<file path="config.mk">
export PLATFORM = sky130hd
export DESIGN_NAME = seg_mux_driver
export DESIGN_NICKNAME = d
export VERILOG_FILES = /design/src/rtl/seg_mux_pkg.sv /design/src/rtl/seg7_hex_decode.sv /design/src/rtl/seg_mux_driver.sv
export SDC_FILE = /design/constraint.sdc
export NUM_CORES = 1
export LEC_CHECK = 0
export BUFFER_PORTS_ARGS = -buffer_cell sky130_fd_sc_hd__buf_2
export CELL_PAD_IN_SITES_DETAIL_PLACEMENT = 1
export CELL_PAD_IN_SITES_GLOBAL_PLACEMENT = 2
export CORE_AREA = 2 2 86 129
export DETAILED_ROUTE_END_ITERATION = 6
export DIE_AREA = 0 0 88 131
export HOLD_SLACK_MARGIN = 0.1
export PLACE_DENSITY_LB_ADDON = 0.08
export SLEW_MARGIN = 20
export SYNTH_ARGS = -nofsm -noshare
export SYNTH_HDL_FRONTEND = slang
export SYNTH_SLANG_ARGS = --single-unit
</file>
<file path="constraint.sdc">
create_clock -name clk -period 2.5 [get_ports clk]
set_input_delay 0.25 -clock clk [delete_from_list [all_inputs] [get_ports clk]]
set_output_delay 0.25 -clock clk [all_outputs]
set_load 0.01 [all_outputs]
</file>
<file path="src/rtl/seg_mux_pkg.sv">
// Shared segment encodings, hex decode and polarity helpers for the multiplexed 7-segment driver.
// Segment bit order is {a,b,c,d,e,f,g}; all encodings here are active-high.
package seg_mux_pkg;

  localparam int unsigned SEG_W    = 7;
  localparam int unsigned NIBBLE_W = 4;

  localparam logic [SEG_W-1:0] SEG_BLANK = 7'b0000000;
  localparam logic [SEG_W-1:0] SEG_HEX_0 = 7'b1111110;
  localparam logic [SEG_W-1:0] SEG_HEX_1 = 7'b0110000;
  localparam logic [SEG_W-1:0] SEG_HEX_2 = 7'b1101101;
  localparam logic [SEG_W-1:0] SEG_HEX_3 = 7'b1111001;
  localparam logic [SEG_W-1:0] SEG_HEX_4 = 7'b0110011;
  localparam logic [SEG_W-1:0] SEG_HEX_5 = 7'b1011011;
  localparam logic [SEG_W-1:0] SEG_HEX_6 = 7'b1011111;
  localparam logic [SEG_W-1:0] SEG_HEX_7 = 7'b1110000;
  localparam logic [SEG_W-1:0] SEG_HEX_8 = 7'b1111111;
  localparam logic [SEG_W-1:0] SEG_HEX_9 = 7'b1111011;
  localparam logic [SEG_W-1:0] SEG_HEX_A = 7'b1110111;
  localparam logic [SEG_W-1:0] SEG_HEX_B = 7'b0011111;
  localparam logic [SEG_W-1:0] SEG_HEX_C = 7'b1001110;
  localparam logic [SEG_W-1:0] SEG_HEX_D = 7'b0111101;
  localparam logic [SEG_W-1:0] SEG_HEX_E = 7'b1001111;
  localparam logic [SEG_W-1:0] SEG_HEX_F = 7'b1000111;

  function automatic logic [SEG_W-1:0] hex_to_seg(input logic [NIBBLE_W-1:0] nib);
    logic [SEG_W-1:0] s;
    s = SEG_BLANK;
    case (nib)
      4'h0: s = SEG_HEX_0;
      4'h1: s = SEG_HEX_1;
      4'h2: s = SEG_HEX_2;
      4'h3: s = SEG_HEX_3;
      4'h4: s = SEG_HEX_4;
      4'h5: s = SEG_HEX_5;
      4'h6: s = SEG_HEX_6;
      4'h7: s = SEG_HEX_7;
      4'h8: s = SEG_HEX_8;
      4'h9: s = SEG_HEX_9;
      4'hA: s = SEG_HEX_A;
      4'hB: s = SEG_HEX_B;
      4'hC: s = SEG_HEX_C;
      4'hD: s = SEG_HEX_D;
      4'hE: s = SEG_HEX_E;
      default: s = SEG_HEX_F;
    endcase
    return s;
  endfunction

  // Converts an active-high segment pattern to pin level.
  function automatic logic [SEG_W-1:0] seg_polarity(input logic [SEG_W-1:0] seg_ah,
                                                    input logic            active_low);
    return active_low ? ~seg_ah : seg_ah;
  endfunction

endpackage

</file>
<file path="src/rtl/seg7_hex_decode.sv">
// Combinational hex nibble to active-high 7-segment decoder with a blanking override.
module seg7_hex_decode
  import seg_mux_pkg::*;
(
  input  logic [NIBBLE_W-1:0] nibble_i,
  input  logic                blank_i,
  output logic [SEG_W-1:0]    seg_c
);

  assign seg_c = blank_i ? SEG_BLANK : hex_to_seg(nibble_i);

endmodule

</file>
<file path="src/rtl/seg_mux_driver.sv">
// N-digit multiplexed 7-segment driver: prescaled digit scan, blanking gap, double-buffered load.
// Optional SEGMUX_DIMMING_EN adds a brightness port that shortens the lit window.
module seg_mux_driver
  import seg_mux_pkg::*;
#(
  parameter int unsigned DIGITS         = 4,
  parameter int unsigned PRESCALE       = 1024,
  parameter int unsigned BLANK_CYCLES   = 16,
  parameter bit          AN_ACTIVE_LOW  = 1'b1,
  parameter bit          SEG_ACTIVE_LOW = 1'b1
) (
  input  logic                         clk,
  input  logic                         reset,
  input  logic                         load_valid,
  output logic                         load_ready,
  input  logic [NIBBLE_W*DIGITS-1:0]   load_data,
  input  logic [DIGITS-1:0]            load_dp,
  input  logic                         lzb_en,
`ifdef SEGMUX_DIMMING_EN
  input  logic [3:0]                   brightness,
`endif
  output logic [DIGITS-1:0]            an,
  output logic [SEG_W-1:0]             seg,
  output logic                         dp,
  output logic                         frame_tick
);

  localparam int unsigned SLOT_W = (PRESCALE > 1) ? $clog2(PRESCALE) : 1;
  localparam int unsigned DIG_W  = (DIGITS > 1) ? $clog2(DIGITS) : 1;
  localparam int unsigned DATA_W = NIBBLE_W * DIGITS;

  localparam logic [SLOT_W-1:0] SLOT_LAST = SLOT_W'(PRESCALE - 1);
  localparam logic [SLOT_W-1:0] BLANK_END = SLOT_W'(BLANK_CYCLES);
  localparam logic [DIG_W-1:0]  DIG_LAST  = DIG_W'(DIGITS - 1);

  localparam logic [DIGITS-1:0] AN_OFF  = {DIGITS{AN_ACTIVE_LOW}};
  localparam logic [SEG_W-1:0]  SEG_OFF = seg_polarity(SEG_BLANK, SEG_ACTIVE_LOW);
  localparam logic              DP_OFF  = SEG_ACTIVE_LOW;

  logic [SLOT_W-1:0] slot_cnt_q,    slot_cnt_d;
  logic [DIG_W-1:0]  digit_idx_q,   digit_idx_d;
  logic [DATA_W-1:0] shadow_data_q, shadow_data_d;
  logic [DIGITS-1:0] shadow_dp_q,   shadow_dp_d;
  logic [DATA_W-1:0] active_data_q, active_data_d;
  logic [DIGITS-1:0] active_dp_q,   active_dp_d;
  logic              pending_q,     pending_d;

  logic [DIGITS-1:0] an_q,  an_d;
  logic [SEG_W-1:0]  seg_q, seg_d;
  logic              dp_q,  dp_d;
  logic              frame_tick_q, frame_tick_d;

  logic              slot_wrap_c;
  logic              frame_end_c;
  logic              accept_c;
  logic              commit_c;
  logic              lit_c;
  logic [DIGITS-1:0] blank_vec_c;
  logic [DIGITS-1:0] an_ah_c;
  logic [NIBBLE_W-1:0] cur_nibble_c;
  logic              cur_dp_c;
  logic              cur_blank_c;
  logic [SEG_W-1:0]  seg_ah_c;

  assign slot_wrap_c = (slot_cnt_q == SLOT_LAST);
  assign frame_end_c = slot_wrap_c && (digit_idx_q == DIG_LAST);
  assign accept_c    = load_valid && !pending_q;
  // Commit looks at registered pending, so a same-cycle accept waits a full frame.
  assign commit_c    = frame_end_c && pending_q;

`ifdef SEGMUX_DIMMING_EN
  localparam int unsigned SPAN  = PRESCALE - BLANK_CYCLES;
  localparam int unsigned WIN_W = SLOT_W + 5;

  logic [WIN_W-1:0] lit_len_c;
  logic [WIN_W-1:0] lit_end_c;

  assign lit_len_c = (WIN_W'(SPAN) * (WIN_W'(brightness) + WIN_W'(1))) >> 4;
  assign lit_end_c = WIN_W'(BLANK_CYCLES) + lit_len_c;
  assign lit_c     = (slot_cnt_q >= BLANK_END) && (WIN_W'(slot_cnt_q) < lit_end_c);
`else
  assign lit_c = (slot_cnt_q >= BLANK_END);
`endif

  // Next-state for the scan counters and the two display buffers.
  always_comb begin
    slot_cnt_d    = slot_cnt_q + SLOT_W'(1);
    digit_idx_d   = digit_idx_q;
    shadow_data_d = shadow_data_q;
    shadow_dp_d   = shadow_dp_q;
    active_data_d = active_data_q;
    active_dp_d   = active_dp_q;
    pending_d     = pending_q;

    if (slot_wrap_c) begin
      slot_cnt_d  = '0;
      digit_idx_d = (digit_idx_q == DIG_LAST) ? '0 : digit_idx_q + DIG_W'(1);
    end

    if (commit_c) begin
      active_data_d = shadow_data_q;
      active_dp_d   = shadow_dp_q;
      pending_d     = 1'b0;
    end

    if (accept_c) begin
      shadow_data_d = load_data;
      shadow_dp_d   = load_dp;
      pending_d     = 1'b1;
    end
  end

  // Leading-zero mask, scanning from the most significant digit down; digit 0 never blanks.
  always_comb begin
    logic lead_zero;
    lead_zero   = 1'b1;
    blank_vec_c = '0;
    for (int i = int'(DIGITS) - 1; i >= 0; i--) begin
      lead_zero = lead_zero && (active_data_q[NIBBLE_W*i +: NIBBLE_W] == 4'h0);
      if (i != 0) begin
        blank_vec_c[i] = lzb_en && lead_zero;
      end
    end
  end

  // Select the current digit's nibble, dp, blank flag and anode.
  always_comb begin
    cur_nibble_c = '0;
    cur_dp_c     = 1'b0;
    cur_blank_c  = 1'b0;
    an_ah_c      = '0;
    for (int i = 0; i < int'(DIGITS); i++) begin
      if (digit_idx_q == DIG_W'(i)) begin
        cur_nibble_c = active_data_q[NIBBLE_W*i +: NIBBLE_W];
        cur_dp_c     = active_dp_q[i];
        cur_blank_c  = blank_vec_c[i];
        an_ah_c[i]   = lit_c;
      end
    end
  end

  seg7_hex_decode u_decode (
    .nibble_i (cur_nibble_c),
    .blank_i  (cur_blank_c),
    .seg_c    (seg_ah_c)
  );

  always_comb begin
    an_d         = AN_ACTIVE_LOW ? ~an_ah_c : an_ah_c;
    seg_d        = seg_polarity(seg_ah_c, SEG_ACTIVE_LOW);
    dp_d         = cur_dp_c ^ SEG_ACTIVE_LOW;
    frame_tick_d = frame_end_c;
  end

  always_ff @(posedge clk or negedge reset) begin
    if (!reset) begin
      slot_cnt_q    <= '0;
      digit_idx_q   <= '0;
      shadow_data_q <= '0;
      shadow_dp_q   <= '0;
      active_data_q <= '0;
      active_dp_q   <= '0;
      pending_q     <= 1'b0;
      an_q          <= AN_OFF;
      seg_q         <= SEG_OFF;
      dp_q          <= DP_OFF;
      frame_tick_q  <= 1'b0;
    end else begin
      slot_cnt_q    <= slot_cnt_d;
      digit_idx_q   <= digit_idx_d;
      shadow_data_q <= shadow_data_d;
      shadow_dp_q   <= shadow_dp_d;
      active_data_q <= active_data_d;
      active_dp_q   <= active_dp_d;
      pending_q     <= pending_d;
      an_q          <= an_d;
      seg_q         <= seg_d;
      dp_q          <= dp_d;
      frame_tick_q  <= frame_tick_d;
    end
  end

  assign load_ready = !pending_q;
  assign an         = an_q;
  assign seg        = seg_q;
  assign dp         = dp_q;
  assign frame_tick = frame_tick_q;

endmodule

</file>
Word level (Yosys, flattened, before mapping)
Memories as Yosys holds them, arrays and structs flattened.
Index checks and enable logic that the tools add are counted.
W data, S select, Z words.
- $add $sub $neg: 2
- divide/modulo/power cells: 0
- $mul: 0
- muxes and demuxes: 20
- equality and inequality tests: 4
- reduce and logical (&&, ||, !) cells: 14
- shifts and indexed selects: 0
- bitwise gates (word level): 3
- order comparisons: 1
- operators with widths (operator ; count):
    $mux W4 ; 4
    $mux W1 ; 13
    $logic_not A4 Y1 ; 3
    $add A10 B1 Y10 const B ; 1
    $eq A10 B10 Y1 const B ; 1
    $ge A10 B5 Y1 const B ; 1
    $mux W10 ; 1
    $logic_and A1 B1 Y1 ; 8
    $mux W7 ; 1
    $not A7 Y7 ; 1
    $eq A2 B2 Y1 const B ; 2
    $not A4 Y4 ; 1
    $add A2 B1 Y2 const B ; 1
    $eq A2 B1 Y1 const B ; 1
    $logic_not A2 Y1 ; 1
    $mux W2 ; 1
    $reduce_bool A2 Y1 ; 1
    $logic_not A1 Y1 ; 1
    $not A1 Y1 ; 1
- latch bits: 0
- register bits: 66
- ROM bits: 112
- RAM bits: 0
- memories: 1
- input port bits: 24
- memories (name ; depth ; bits a word ; read ports ; clocked after Yosys merged registers in ; wr ports ; RTL line ; RTL):
    (no name shown) ; 16 ; 7 ; 1 ; 0 ; 0 ; seg_mux_pkg.sv:29 ; case (nib)

Depth between registers and ports, before layout
Gate-level depths: netlist of the first run.
- depth after elaboration: 9
- depth in mapped cells: 11
- depth with buffers taken out: 11

By module
Synthesis of the first run repeated with hierarchy kept, for this count alone.
- cell total of the unflattened synthesis: 246
- area total of the unflattened synthesis: 3057.9 um2
- by module, submodules not included (module ; area an instance (um2) ; cells each ; times used):
    seg_mux_driver ; 2783.9 ; 210 ; 1
    seg7_hex_decode ; 274.0 ; 36 ; 1

Worst setup path after synthesis of the first run
OpenSTA, ideal clock, no wires.
- path type: register to register
- start: reg digit_idx_q[0]
- end: reg seg_q[3] (netlist: seg[3])
- buffers on the path: 1
- period minus slack after synthesis: 2.055 ns
- arrival: 1.954 ns
- cell stages (with the launch flop): 12
- path slack: 0.445 ns
- cell sequence: dfrtp_1 -> ha_1 -> buf_2 -> inv_1 -> o22ai_1 -> a31oi_1 -> inv_1 -> ha_1 -> inv_1 -> nor2_1 -> a211oi_1 -> a41oi_1
- word-level cells in the longest chain between the ends: 8
- elaborated cells between the ends (all ways): 14
- ends and longest elaborated chain (what ; RTL line ; RTL):
    from (decl) ; seg_mux_driver.sv:41 ; logic [DIG_W-1:0] digit_idx_q, digit_idx_d;
    from (signal assigned) ; seg_mux_driver.sv:170 ; digit_idx_q <= digit_idx_d;
    $logic_not A2 Y1 ; seg_mux_driver.sv:133 ; if (digit_idx_q == DIG_W'(i)) begin
    $mux W4 (4 in a row) ; seg_mux_driver.sv:133 ;
    $mem_v2 Z16 W7 ; - ;
    $mux W7 * ; seg7_hex_decode.sv:10 ; assign seg_c = blank_i ? SEG_BLANK : hex_to_seg(nibble_i);
    $not A7 Y7 * ; seg_mux_pkg.sv:53 ; return active_low ? ~seg_ah : seg_ah;
    net seg_d[3] ; seg_mux_driver.sv:49 ; logic [SEG_W-1:0] seg_q, seg_d;
    to (signal assigned) ; seg_mux_driver.sv:177 ; seg_q <= seg_d;
    to (decl) ; seg_mux_driver.sv:49 ;
Mark *: on every way through the listed nets, which the timed path passes. The rest lies on a longest branch.
A chain may end at the register's enable or synchronous reset.

Worst setup path in the final report of the first run
- start: reg digit_idx_q[0]
- end: reg seg_q[1] (netlist: seg[1])
The elaborated chain is that of the path after synthesis.

==> results of run 1 <==
synth_stat cells, drive strengths merged:
library cell and number:
nor2 10, o21ai 4, nand2b 1, and2 1, and4 3, nand3b 5
nand3 5, clkbuf 3, mux2 40, nor4 2, a31oi 3, a21oi 5
dfrtp 54, xnor2 4, a311o 2, nor2b 4, inv 9, nor3b 2
or4b 1, o221ai 4, nand2 22, o22ai 4, a211oi 1, ha 12
mux2i 4, buf 5, dfstp 12, o211ai 1, a311oi 2, or4 1
and3 3, xor2 3, a41oi 1
logic make-up (layout without fill, tap and decap cells):
kind of cell    after synthesis  after routing  share of synthesized area, %
flops                        66             66                          55.0
buf+inv                      17             69                          2.69
fa+ha+maj                    12             12                          4.96
compound gates               27             27                          6.32
xor+xnor                      7              7                          2.02
simple gates                 60             60                          10.4
mux                          44             44                          18.6
flip-flops by register name (all words and copies together), names as in the netlist:
signal         cells
active_dp_q        4
pending_q          1
shadow_dp_q        4
seg                7
active_data_q     16
frame_tick         1
digit_idx_q        2
dp                 1
shadow_data_q     16
an                 4
slot_cnt_q        10
power groups by stage:
stage          combinational [mW]  clock [mW]  sequential (mW)
2_1_floorplan              0.0347           0             1.14
3_3_place_gp               0.0816           0             1.15
3_5_place_dp               0.0836           0             1.15
4_1_cts                    0.0850        1.22             1.13
5_1_grt                    0.0921        1.26             1.13
6_report                   0.0812        1.18             1.13
area by class of cell:
type                            count  area [um2]
Fill cell                        1139        6700
Tap cell                          144         180
Multi-Input combinational cell    150        1300
Clock buffer                       12         256
Inverter                            9        33.8
Sequential cell                    66        1670
Clock inverter                      4        26.3
Timing Repair Buffer               44         253
repair_timing:
action | 4_1_cts | 5_1_grt
resized for setup | 1 | 4
hold endpoints to repair | 20 | 0
hold buffers | 1 | 0
gates cloned | 0 | 0
setup endpoints to repair | 1 | 6
cell usage in the layout, fill, tap and decap left out, drive strengths merged, types with 3 or more instances in the layout:
cell type and instances:
dfrtp 54, buf 43, mux2 40, nand2 22
dfstp 12, ha 12, clkbuf 12, nor2 10
inv 9, nand3b 5, a21oi 5, nand3 5
o22ai 4, mux2i 4, o21ai 4, o221ai 4
xnor2 4, nor2b 4, and4 3, xor2 3
a31oi 3, and3 3, clkinv 3
metrics by stage:
| step | area (um2) | hold WS [ps] | TNS (ps) |
|---|---|---|---|
| 2_1_floorplan | 3030 | -45.6 | 0 |
| 3_3_place_gp | 3410 | 262 | -13.8 |
| 3_5_place_dp | 3410 | 272 | 0 |
| 4_1_cts | 3700 | 135 | 0 |
| 5_1_grt | 3720 | 142 | 0 |
| 6_report | 3720 | 150 | 0 |
layer usage:
metal	track usage (%)	routed length, um	vias up
met5	0	0	-
met4	5.79	104	0
met3	4.27	201	6
met2	24.1	3840	25
met1	15.6	2790	1018
li1	-	-	924
critical path: stages, from the launching register on:
cell and delay (ps):
dfrtp_1 370, inv_1 90, ha_1 290, nor2_2 310
a31oi_2 250, inv_1 170, ha_1 280, mux2i_1 100
o221ai_1 240
path summary, 6_finish.rpt:
kind / start / cells after the start / to
worst max-delay path: digit_idx_q[0] / 8 / seg[1]
worst min-delay path: load_data[11] / 2 / shadow_data_q[11]
worst max register to register: digit_idx_q[0] / 8 / seg[1]
worst min register to register: active_dp_q[3] / 1 / dp
max in group asynchronous: reset / 3 / an[3]
min in group asynchronous: reset / 2 / shadow_data_q[10]
==> impl_metrics.ini, run 1 <==
[run_status]
status = finished, final reports clean

[power_and_ir_drop]
p_comb_share_pct = 3.4
power_mw = 2.39
p_int_mw = 1.88
leakage_nw = 1.68
power.switching_mw = 0.509
vdd_drop_max_uv = 319
power-per-cell-area_nw_per_um2 = 642
clockPowerShare_pct = 49.3
switching_share_pct = 21.3
sequentialPowerShare_pct = 47.3

[floorplan]
row_count = 46
core_um2 = 10400
die_y_um = 131
die_area_um2 = 11500
initial_core_util_pct = 29.1
die_x_um = 88
ios = 38

[timing]
grt_setup_unrepaired = no
min_period_ps = 2210
fmax_ghz = 0.453
slew_headroom_pct = 63.5
hold_violations = 0
worstMarginPinSlew_ps = 548
finalSetupViolCount = 0
finalMaxSlewViolations = 0
finClkSkew_ps = 7.14
worst_slack_ps = 291
post-route-period-util_pct = 88.4

[clock_network]
insertion_delay_ps = 330
cts_setup_buffers = 0
clk_pin_slew_worst_paths_ps = 50
clockBufferDepth = 2
tritoncts = done
numCtsBuffers = 9
cts_max_level = 3
clock-sinks = 66
cts-root-buf = clkbuf_16

[detailed_routing]
vias_per_cell = 4.60
drc = 0
wirelength_um = 6930
drt_pass1_iterations = 4
wl_per_cell_um = 16.2
drt_iter0_drc = 64
ant_nets = 0
vias = 1973

[setup_path]
arrival_ps = 2440
cp_max_fo = 7
critPathCaptureType = register
crit_path_start_kind = register
worstPathRequired_ps = 2730
worstSetupPathType = register to register
reg2reg_slack_ps = 290

[run]
cap_viol_max_count = 0

[global_routing]
antenna_found_initial = 0
track_usage_pct = 13.9
grt_max_degree = 28
grt_pass1_wl_um = 11600
gr-total-overflow = 0
grt_pass1_vias = 2203

[layout]
finish.utilization_pct = 35.7
nets = 316
drive_gt1_share_pct = 41.8
synthToLayoutAreaGrowth_pct = 22.8
num_antenna_cells = 0
finalNonFillerCells = 429

[place]
preCtsSetupSlack_ps = 10.6
port_buffers = 37
finalWeightedCongestion = 0.759
dp_cells = 412
dp.final_hpwl_um = 5110

[yosys]
yosysWarnings = 0
synth_cells = 233
ys_ff_latch = 66
synth_largest_area_cell = dfrtp_1
synth_cell_type_count = 38
synth_area_um2 = 3030
synth_nets = 269
netlist_top_cells_area = dfrtp_1, dfstp_2, mux2_4
synth_area_per_cell_um2 = 13.0
yosysSeqAreaShare_pct = 55.0
synth_top_cell_area_share_pct = 44.6

[worst_hold_path]
hold_path.class = primary input to register
Power figures use the tool's default switching activity.
==> run 2, diff against run 1 <==
--- a/config.mk
+++ b/config.mk
@@ -12,7 +12,7 @@
 export DETAILED_ROUTE_END_ITERATION = 6
 export DIE_AREA = 0 0 88 131
 export HOLD_SLACK_MARGIN = 0.1
-export PLACE_DENSITY_LB_ADDON = 0.08
+export PLACE_DENSITY_LB_ADDON = 0.1
 export SLEW_MARGIN = 20
 export SYNTH_ARGS = -nofsm -noshare
 export SYNTH_HDL_FRONTEND = slang
==> run 2 against run 1 <==
  * Sequential power about the same
  * Critical path depth unchanged
  * First-iteration DRC count down 42%
==> impl_metrics.ini, run 2 (synthesis gave the netlist of run 1 again) <==
[run_status]
status = finished, final reports clean

[power_and_ir_drop]
power-per-cell-area_nw_per_um2 = 635
power_mw = 2.34
vdd_drop_max_uv = 317
leakage_nw = 1.68

[setup_path]
crit_path_start_kind = register
worstPathRequired_ps = 2750
reg2reg_slack_ps = 270
worstSetupPathType = register to register
timing.rr.end = seg[3]
arrival_ps = 2480
r2r_start = digit_idx_q[0]
critPathCaptureType = register
cp_max_fo = 7
r2r_cells = 8

[place]
finalWeightedCongestion = 0.746
dp.final_hpwl_um = 5110
port_buffers = 37

[layout]
top_regs = active_data_q x16, shadow_data_q x16, slot_cnt_q x10
nets = 316
num_antenna_cells = 0
drive_gt1_share_pct = 40.1
fillers = 1162
final_common_cell = dfrtp_1
synthToLayoutAreaGrowth_pct = 21.7
layout_common_cells = dfrtp_1, buf_2, nand2_1, mux2_2, mux2_4

[global_routing]
grt_pass1_vias = 2233
gr-total-overflow = 0
grt_pass1_wl_um = 11500
antenna_found_initial = 0
grt_max_degree = 53
track_usage_pct = 13.7

[timing]
grt_setup_unrepaired = no
fin_tns_setup_ps = 0
hold_violations = 0
finClkSkew_ps = 7.98
worstMarginPinSlew_ps = 526
post-route-period-util_pct = 89.1
min_period_ps = 2230
finalSetupViolCount = 0
fmax_ghz = 0.449
slew_headroom_pct = 64.9
finalMaxSlewViolations = 0

[clock_network]
tritoncts = done
insertion_delay_ps = 330
clockBufferDepth = 2
clock-sinks = 66
clk_pin_slew_worst_paths_ps = 50
numCtsBuffers = 9
cts_max_level = 3
cts-root-buf = clkbuf_16

[detailed_routing]
wirelength_um = 6960
drt_pass1_iterations = 2
vias = 1936
drt_iter0_drc = 37
ant_nets = 0
vias_per_cell = 4.52
wl_per_cell_um = 16.3
drc = 0

[floorplan]
ios = 38
initial_core_util_pct = 29.1
core_um2 = 10400
die_y_um = 131
row_count = 46
die_area_um2 = 11500
die_x_um = 88

[worst_hold_path]
hold_path.class = primary input to register
worstHoldStart = load_data[15]
holdPathStages = 2
min_to = shadow_data_q[15]

[run]
cap_viol_max_count = 0
-- run 2: layer usage --
layer  GRT usage [%]  share of wire [%]
met1            14.4                 39
met5               0                  0
met4            7.51                2.6
met2            24.6                 56
met3            3.14                2.5
-- run 2: worst max path at each step --
| stage | slack (ps) | cells after the start | startpoint | end |
|---|---|---|---|---|
| floorplan | 450 | 11 | digit_idx_q[0] | seg[3] |
| global placement | 270 | 8 | digit_idx_q[0] | seg[2] |
| detailed placement | 180 | 8 | digit_idx_q[1] | seg[1] |
| finish | 270 | 8 | digit_idx_q[0] | seg[3] |
| global route | 80 | 9 | digit_idx_q[0] | seg[3] |
| CTS | 180 | 8 | digit_idx_q[1] | seg[2] |
-- run 2: cell type report --
| cell class | instances | area (um2) | share of cell area, % |
|---|---|---|---|
| sequential | 66 | 1670 | 45.2 |
| multi-input combinational | 150 | 1290 | 35.0 |
| timing repair buffer | 44 | 253 | 6.86 |
| clock buffer | 11 | 243 | 6.59 |
| tap | 144 | 180 | 4.89 |
| inverter | 9 | 33.8 | 0.917 |
| clock inverter | 4 | 20.0 | 0.543 |
-- run 2: repair_timing --
| item | 4_1_cts | 5_1_grt |
|---|---|---|
| resized for setup | 0 | 1 |
| endpoints found under the hold margin | 14 | 0 |
| endpoints found under the setup margin | 0 | 1 |
| hold buffers | 1 | 0 |
| buffers inserted | 0 | 0 |
-- run 2: report_power, final --
part / switching [mW] / internal [mW] / leakage [nW] / total [mW]
registers: 0.0212 / 1.11 / 0.828 / 1.13
logic: 0.0346 / 0.0452 / 0.721 / 0.0798
clock network: 0.445 / 0.685 / 0.135 / 1.13
total: 0.501 / 1.84 / 1.68 / 2.34
-- run 2: critical path, stage by stage (launching register included) --
cell and delay [ps]:
dfrtp_1 370, inv_1 90, ha_1 290, nor2_1 410, a31oi_2 270, inv_1 170, ha_1 250, nand2_1 80
a41oi_1 220
-- run 2: metrics by stage --
stage	utilization (%)	instance area [um2]	cells	setup WS, ps	hold slack (ps)
after floorplan	-	3030	233	445	-45.6
final	35.4	3680	428	272	147
after global routing	35.4	3680	428	78.6	143
after global placement	32.7	3410	412	270	204
after detailed placement	32.7	3410	412	176	205
after CTS	35.3	3680	428	182	133
==> run 3, diff against run 2 <==
--- a/config.mk
+++ b/config.mk
@@ -5,12 +5,12 @@
 export SDC_FILE = /design/constraint.sdc
 export NUM_CORES = 1
 export LEC_CHECK = 0
-export BUFFER_PORTS_ARGS = -buffer_cell sky130_fd_sc_hd__buf_2
 export CELL_PAD_IN_SITES_DETAIL_PLACEMENT = 1
 export CELL_PAD_IN_SITES_GLOBAL_PLACEMENT = 2
 export CORE_AREA = 2 2 86 129
 export DETAILED_ROUTE_END_ITERATION = 6
 export DIE_AREA = 0 0 88 131
+export DONT_BUFFER_PORTS = 1
 export HOLD_SLACK_MARGIN = 0.1
 export PLACE_DENSITY_LB_ADDON = 0.1
 export SLEW_MARGIN = 20
==> run 3 against run 2 <==
  * Routed wire length decreased by 1.1%
  * Critical endpoint is now seg[1]
  * Clock power is 19% higher
  * Worst setup slack gained 58 ps
  * Die area unchanged
==> impl_metrics.ini, run 3 (synthesis gave the netlist of run 1 again) <==
[run_status]
status = finished, final reports clean

[clock_network]
clock-sinks = 66
clk_pin_slew_worst_paths_ps = 50
clockBufferDepth = 2
cts_setup_buffers = 0
insertion_delay_ps = 340
cts_max_level = 3
tritoncts = done
numCtsBuffers = 9
cts-root-buf = clkbuf_16

[floorplan]
core_um2 = 10400
die_y_um = 131
row_count = 46
ios = 38
die_area_um2 = 11500
die_x_um = 88
initial_core_util_pct = 29.1

[timing]
min_period_ps = 2170
slew_headroom_pct = 64.5
finClkSkew_ps = 7.27
grt_setup_unrepaired = no
post-route-period-util_pct = 86.8
worstMarginPinSlew_ps = 532
hold_violations = 0
finalSetupViolCount = 0
finalMaxSlewViolations = 0
fin_tns_setup_ps = 0
fmax_ghz = 0.461

[detailed_routing]
drt_iter0_drc = 31
vias = 1904
ant_nets = 0
vias_per_cell = 4.61
wirelength_um = 6890
drt_pass1_iterations = 4
drc = 0
wl_per_cell_um = 16.7

[setup_path]
path_buf_inv = 2
path_delay_family = adder cells
path_cells = ha_1, inv_1, o22ai_1, a31oi_2, inv_1, ha_1, mux2i_1, o221ai_1
setup.worst_path.start = digit_idx_q[0]
r2r_cells = 8
critPathMaxStageDelay_ps = 390
cp_max_fo = 8
critPathCaptureType = register
worstSetupPathType = register to register
r2r_start = digit_idx_q[0]
arrival_ps = 2410
worstPathRequired_ps = 2740
timing.rr.end = seg[1]
crit_path_start_kind = register
reg2reg_slack_ps = 330
crit_slowest_cell = dfrtp_1

[layout]
finalNonFillerCells = 413
layout_common_cells = dfrtp_1, nand2_1, dlygate4sd3_1, mux2_2, mux2_4
nets = 300
num_antenna_cells = 0
top_regs = active_data_q x16, shadow_data_q x16, slot_cnt_q x10
final_common_cell = dfrtp_1
fillers = 1095
drive_gt1_share_pct = 29.4
synthToLayoutAreaGrowth_pct = 25.0

[power_and_ir_drop]
power-per-cell-area_nw_per_um2 = 679
p_int_mw = 2.07
switching_share_pct = 19.4
power.switching_mw = 0.498
sequentialPowerShare_pct = 43.9
clockPowerShare_pct = 52.6
p_comb_share_pct = 3.5
leakage_nw = 1.65
vdd_drop_max_uv = 331

[global_routing]
grt_pass1_vias = 2188
grt_max_degree = 67
track_usage_pct = 13.7
antenna_found_initial = 0
grt_pass1_wl_um = 11500
gr-total-overflow = 0

[worst_hold_path]
worstHoldStart = lzb_en
min_to = seg[6]
hold_path.class = primary input to register
holdPathStages = 4

[place]
dp.final_hpwl_um = 4820
finalWeightedCongestion = 0.716
dp_cells = 374
port_buffers = 0

[run]
cap_viol_max_count = 0
## run 3: changes by cell type in the layout (fill, tap and decap cells not counted), sizes merged
| cell | before | now |
|---|---|---|
| clkinv | 4 | 0 |
| buf | 43 | 6 |
| clkbuf | 11 | 15 |
| bufinv | 0 | 1 |
| dlygate4sd3 | 1 | 22 |
## run 3: stage by stage
step | hold WS [ps] | setup slack [ps] | power, mW | util [%] | area (um2)
detailed placement | -43.1 | 105 | 1.19 | 30.7 | 3200
global route | 391 | 85.5 | 2.68 | 36.3 | 3780
finish | 326 | 331 | 2.57 | 36.3 | 3780
global placement | -43.1 | 144 | 1.19 | 30.7 | 3200
floorplan | -45.6 | 445 | 1.17 | - | 3030
CTS | 308 | 81.3 | 2.63 | 36.2 | 3780
## run 3: how the worst max path moves through the flow
stage | endpoint | slack, ps | depth (start not counted)
6_report | seg[1] | 330 | 8
5_1_grt | seg[3] | 90 | 10
4_1_cts | seg[2] | 80 | 8
3_5_place_dp | seg[2] | 100 | 8
3_3_place_gp | seg[2] | 140 | 8
2_1_floorplan | seg[3] | 450 | 11
## run 3: repair_timing
item                                    in CTS  in global routing
hold buffers                                23                  0
endpoints found under the setup margin       0                  6
endpoints found under the hold margin       87                  0
gates resized for setup                      0                  2
## run 3: final cells by class
class | count | area, um2 | share of cell area, %
clock inverter | 1 | 30.0 | 0.793
multi-input combinational | 150 | 1290 | 34.1
tap | 144 | 180 | 4.76
sequential | 66 | 1670 | 44.0
inverter | 9 | 33.8 | 0.893
clock buffer | 15 | 298 | 7.87
timing repair buffer | 28 | 285 | 7.54
## run 3: tightest hold or removal path, cell delays in order
cell,delay (ps)
nand2_1,50
a21oi_1,40
nand2_1,190
a31oi_1,110
## run 3: layer usage
metal | track usage [%] | wire length [um]
met2 | 24.3 | 3900
met3 | 3.71 | 174
met1 | 14.5 | 2620
met5 | 0 | 0
met4 | 7.51 | 189
## run 3: power by group through the flow
stage	registers, mW	clock network [mW]	logic [mW]
3_3_place_gp	1.15	0	0.0363
6_report	1.13	1.35	0.0897
5_1_grt	1.14	1.44	0.102
4_1_cts	1.13	1.40	0.0936
2_1_floorplan	1.14	0	0.0347
3_5_place_dp	1.15	0	0.0382
